**config.mk**
```make
export PLATFORM = sky130hd
export DESIGN_NAME = cdb_arbiter
export DESIGN_NICKNAME = d
export VERILOG_FILES = /design/src/rtl/cdb_arbiter.sv
export SDC_FILE = /design/constraint.sdc
export NUM_CORES = 1
export LEC_CHECK = 0
export CORE_MARGIN = 1.5
export CORE_UTILIZATION = 48
export DETAILED_ROUTE_END_ITERATION = 16
export MAX_ROUTING_LAYER = met4
export PLACE_DENSITY = 0.76
export REMOVE_ABC_BUFFERS = 1
export SYNTH_ARGS = -nofsm -noshare
export SYNTH_HDL_FRONTEND = slang
export SYNTH_SLANG_ARGS = --single-unit
```
**constraint.sdc**
```tcl
create_clock -name clk -period 2.55 [get_ports clk]
set_input_delay 0.6375 -clock clk [delete_from_list [all_inputs] [get_ports clk]]
set_output_delay 0.6375 -clock clk [all_outputs]
set_load 0.05 [all_outputs]
```
**src/rtl/cdb_arbiter.sv**
```systemverilog
// Common data bus arbiter: one small FIFO per producer (RS, LSB), round-robin
// drain of at most one head per cycle onto a registered broadcast bus.
module cdb_arbiter #(
   parameter int unsigned LAB_W = 5,
   parameter int unsigned VAL_W = 32,
   parameter int unsigned DEPTH = 2
) (
   input  logic             clk,
   input  logic             rst_in,
   input  logic             rdy_in,
   input  logic             flush,
   input  logic             rs_valid,
   input  logic [LAB_W-1:0] rs_lab,
   input  logic [VAL_W-1:0] rs_val,
   output logic             rs_ready,
   input  logic             lsb_valid,
   input  logic [LAB_W-1:0] lsb_lab,
   input  logic [VAL_W-1:0] lsb_val,
   output logic             lsb_ready,
   output logic             cdb_en,
   output logic [LAB_W-1:0] cdb_lab,
   output logic [VAL_W-1:0] cdb_val,
   output logic             cdb_src
);

   localparam int unsigned PTR_W = $clog2(DEPTH);
   localparam int unsigned CNT_W = PTR_W + 1;
   localparam int unsigned ENT_W = LAB_W + VAL_W;

   // index 0 = RS, index 1 = LSB
   logic [ENT_W-1:0]            mem [2][DEPTH];
   logic [1:0][PTR_W-1:0]       wr_ptr;
   logic [1:0][PTR_W-1:0]       rd_ptr;
   logic [1:0][CNT_W-1:0]       cnt;
   logic                        last_src;

   logic [1:0]                  full;
   logic [1:0]                  nonempty;
   logic [1:0]                  ready;
   logic [1:0]                  push;
   logic [1:0]                  pop;
   logic [1:0][ENT_W-1:0]       wdata;
   logic                        advance;
   logic                        grant;
   logic                        gnt_lsb;
   logic [ENT_W-1:0]            head;

   // Acceptance and grant decisions use only registered occupancy.
   always_comb begin
      for (int i = 0; i < 2; i++) begin
         full[i]     = (cnt[i] == CNT_W'(DEPTH));
         nonempty[i] = (cnt[i] != '0);
         ready[i]    = !full[i] && rdy_in && !flush && !rst_in;
      end
      wdata[0] = {rs_lab, rs_val};
      wdata[1] = {lsb_lab, lsb_val};
      push[0]  = rs_valid && ready[0];
      push[1]  = lsb_valid && ready[1];
      advance  = rdy_in && !flush;
      // last_src = 0 means RS won last time, so LSB takes a tie
      gnt_lsb  = nonempty[1] && (!nonempty[0] || !last_src);
      grant    = advance && (nonempty[0] || nonempty[1]);
      pop[0]   = grant && !gnt_lsb;
      pop[1]   = grant && gnt_lsb;
      head     = mem[gnt_lsb][rd_ptr[gnt_lsb]];
   end

   assign rs_ready  = ready[0];
   assign lsb_ready = ready[1];

   // Queue storage carries no reset; occupancy alone defines validity.
   always_ff @(posedge clk) begin
      for (int i = 0; i < 2; i++) begin
         if (push[i]) mem[i][wr_ptr[i]] <= wdata[i];
      end
   end

   always_ff @(posedge clk or posedge rst_in) begin
      if (rst_in) begin
         wr_ptr   <= '0;
         rd_ptr   <= '0;
         cnt      <= '0;
         last_src <= 1'b1;
         cdb_en   <= 1'b0;
         cdb_lab  <= '0;
         cdb_val  <= '0;
         cdb_src  <= 1'b0;
      end else if (flush) begin
         wr_ptr   <= '0;
         rd_ptr   <= '0;
         cnt      <= '0;
         last_src <= 1'b1;
         cdb_en   <= 1'b0;
      end else if (rdy_in) begin
         for (int i = 0; i < 2; i++) begin
            if (push[i]) wr_ptr[i] <= wr_ptr[i] + PTR_W'(1);
            if (pop[i])  rd_ptr[i] <= rd_ptr[i] + PTR_W'(1);
            cnt[i] <= cnt[i] + CNT_W'(push[i]) - CNT_W'(pop[i]);
         end
         cdb_en <= grant;
         if (grant) begin
            cdb_lab  <= head[ENT_W-1:VAL_W];
            cdb_val  <= head[VAL_W-1:0];
            cdb_src  <= gnt_lsb;
            last_src <= gnt_lsb;
         end
      end
   end

endmodule

```
==> reports/results.tsv <==
metric	value	unit
leakage	3.49	nW
met1 GRT Util	0.241	
Critical Path AT	1830	ps
Avg WL per Cell	18.3	um
first-pass GRT wire length	24400	um
Crit path required time	1910	ps
area share of the largest cell type after synthesis	0.584	
DR iter-0 viols	232	
M2 GR Usage	0.353	
power per cell area	902	nW/um^2
Fin Hold WS	481	ps
RePlAce Congestion	0.839	
Area contributors post-synth	edfxtp_1, dfrtp_1, a211oi_1	
Tcrit/Tclk final	0.966	
Multi-input gate area	1800	um^2
Worst Path Max Fanout	4	
Net count, final	722	
Synth async-reset ratio	0.245	
Worst Hold Class	flop to flop	
DP Wirelength	10100	um
port bufs	120	
Post-Synthesis Cells	511	
switching share of power	0.301	
Comb pwr share	0.243	
CTS resizes	0	
Flop pwr share	0.442	
Clock transition at path regs	60	ps
met3 GRT Util	0.0391	
full die area	16600	um^2
VDD IR max	529	uV
register area share after synthesis	0.742	
CORE AREA	15300	um^2
CP Class	primary input to output port	
vias in the first global route	4839	
final setup fails	0	
P_int	6.22	mW
GRT Util Overall	0.206	
largest net degree at the start of global routing	53	
Max Cap Violations	0	
minimum clock period	2460	ps
Syn. warnings	0	
unrepaired setup endpoints after global routing	no	
area grow syn2layout	29.6	%
Post-route DRC	0	
via count	4616	
DRT Pass-1 Iters	4	
Sum Neg Setup Slack	0	ps
Routed Wire Length	15800	um
Rows	45	
Filler Cell Count	1115	
average size of a mapped cell	14.9	um^2
Setup Fix Bufs, Post-CTS	0	
Final Hold Fails	0	
ANT nets after route	0	
Via density	5.35	
Chip Height	129	um
initial antenna violation count	0	
Ports	121	
worst slew pin tran	570	ps
gr busiest metal	met2	
CTS Buf Count	17	
sequential cell area	5650	um^2
Root Driver	clkbuf_16	
FMAX	406	MHz
Post-synth EDFFs	148	
max-slew violations	0	
die width	129	um
Cell Area, Synth	7610	um^2
Max clock buf depth	2	
share of cells above drive strength 1	0.0985	
area leader, netlist	edfxtp_1	
Rel. slew slack	0.619	
initial core utilization	0.497	
worst skew pair latency	420	ps
non-filler cells in the finished layout	862	
H-tree Lvls	4	
Crit. End Element	output port	
Setup Skew	9.22	ps
CTS tree	built	
CTS sink count	196	
placed cells	830	
most common library cells after synthesis	edfxtp_1, a211oi_1, nor2b_1, dfrtp_1, nand2_1	
most frequent cell after synthesis	edfxtp_1	
status	completed	
Main synth FF type	edfxtp_1	
startpoint types	primary input	
Hold-fix buffers, CTS	0	
clock power share	0.315	
Psw	2.68	mW
GRT overflow	0	
Synth Register Bits	196	
library cells used by synthesis	31	
flip-flops by register name (all words and copies together), names as in the netlist:
register / cells
mem: 148
cdb_val: 32
cdb_lab: 5
cnt: 4
rd_ptr: 2
wr_ptr: 2
cdb_en: 1
cdb_src: 1
last_src: 1
power groups by stage:
stage                     registers [mW]  logic (mW)  clock network [mW]
after floorplan                     4.93       0.340                   0
after global placement              3.99        2.13                   0
after detailed placement            4.00        2.18                   0
after CTS                           3.94        2.18                2.86
after global routing                3.97        2.26                2.97
final                               3.94        2.16                2.80
worst max-delay path: stages:
cell and delay, ps:
clkdlybuf4s50_1 480, nor3b_1 220, buf_4 160, and2_1 180, buf_12 150
cell usage in the layout, fill, tap and decap left out, types with 2 or more instances in the layout:
cell type and count:
clkbuf_1 4, buf_4 17, a21oi_1 2, clkbuf_16 18
o31ai_1 37, bufinv_16 4, nor2_4 4, edfxtp_1 148
o21ai_1 2, clkdlybuf4s50_1 118, xnor2_1 6, nand2_1 38
nor2b_1 74, nand3_1 4, and2_1 2, ha_1 4
mux2i_1 2, dfrtp_2 2, clkinv_4 2, inv_1 6
nor2_1 11, nand2b_1 2, a211oi_1 74, dfrtp_1 45
buf_12 9
final cells by class:
| class | count | share of cell area |
|---|---|---|
| tap | 211 | 0.0268 |
| clock buffer | 23 | 0.0486 |
| clock inverter | 8 | 0.0152 |
| inverter | 7 | 0.00266 |
| multi-input combinational | 272 | 0.183 |
| timing repair buffer | 144 | 0.151 |
| sequential | 196 | 0.573 |
| antenna | 1 | 0.000254 |
per-stage QoR:
step                area [um^2]  setup slack, ps  power [mW]  utilization
detailed placement         9230             -123        6.18        0.603
CTS                        9860              107        8.98        0.644
global placement           9230            -9.04        6.12        0.603
global route               9860             11.7        9.20        0.644
floorplan                  7440             -727        5.27            -
finish                     9860             86.8        8.90        0.644
final timing paths:
path	slack [ps]	depth (start not counted)	end	start
max	90	5	rs_ready	rdy_in
min	480	2	cdb_val[31]	cdb_val[31]
max reg2reg	410	10	cnt[1]	cnt[2]
min reg2reg	480	2	cdb_val[31]	cdb_val[31]
max in group asynchronous	1280	4	last_src	rst_in
min in group asynchronous	670	3	cdb_src	rst_in
routing by layer:
metal,share of wire,up-vias
met4,0.022,0
li1,-,2174
met1,0.41,2287
met5,0,-
met2,0.53,124
met3,0.039,31
cell families after synthesis:
group / after synthesis / synth area share
multiplexers: 2 / 0.00263
flip-flops: 196 / 0.742
AO/OA/AOI/OAI: 118 / 0.117
buffers and inverters: 43 / 0.0253
adder cells (fa/ha/maj): 4 / 0.00658
XOR/XNOR: 7 / 0.00806
AND/OR/NAND/NOR: 141 / 0.0979
No activity file was read; power rests on OpenSTA's default activity.
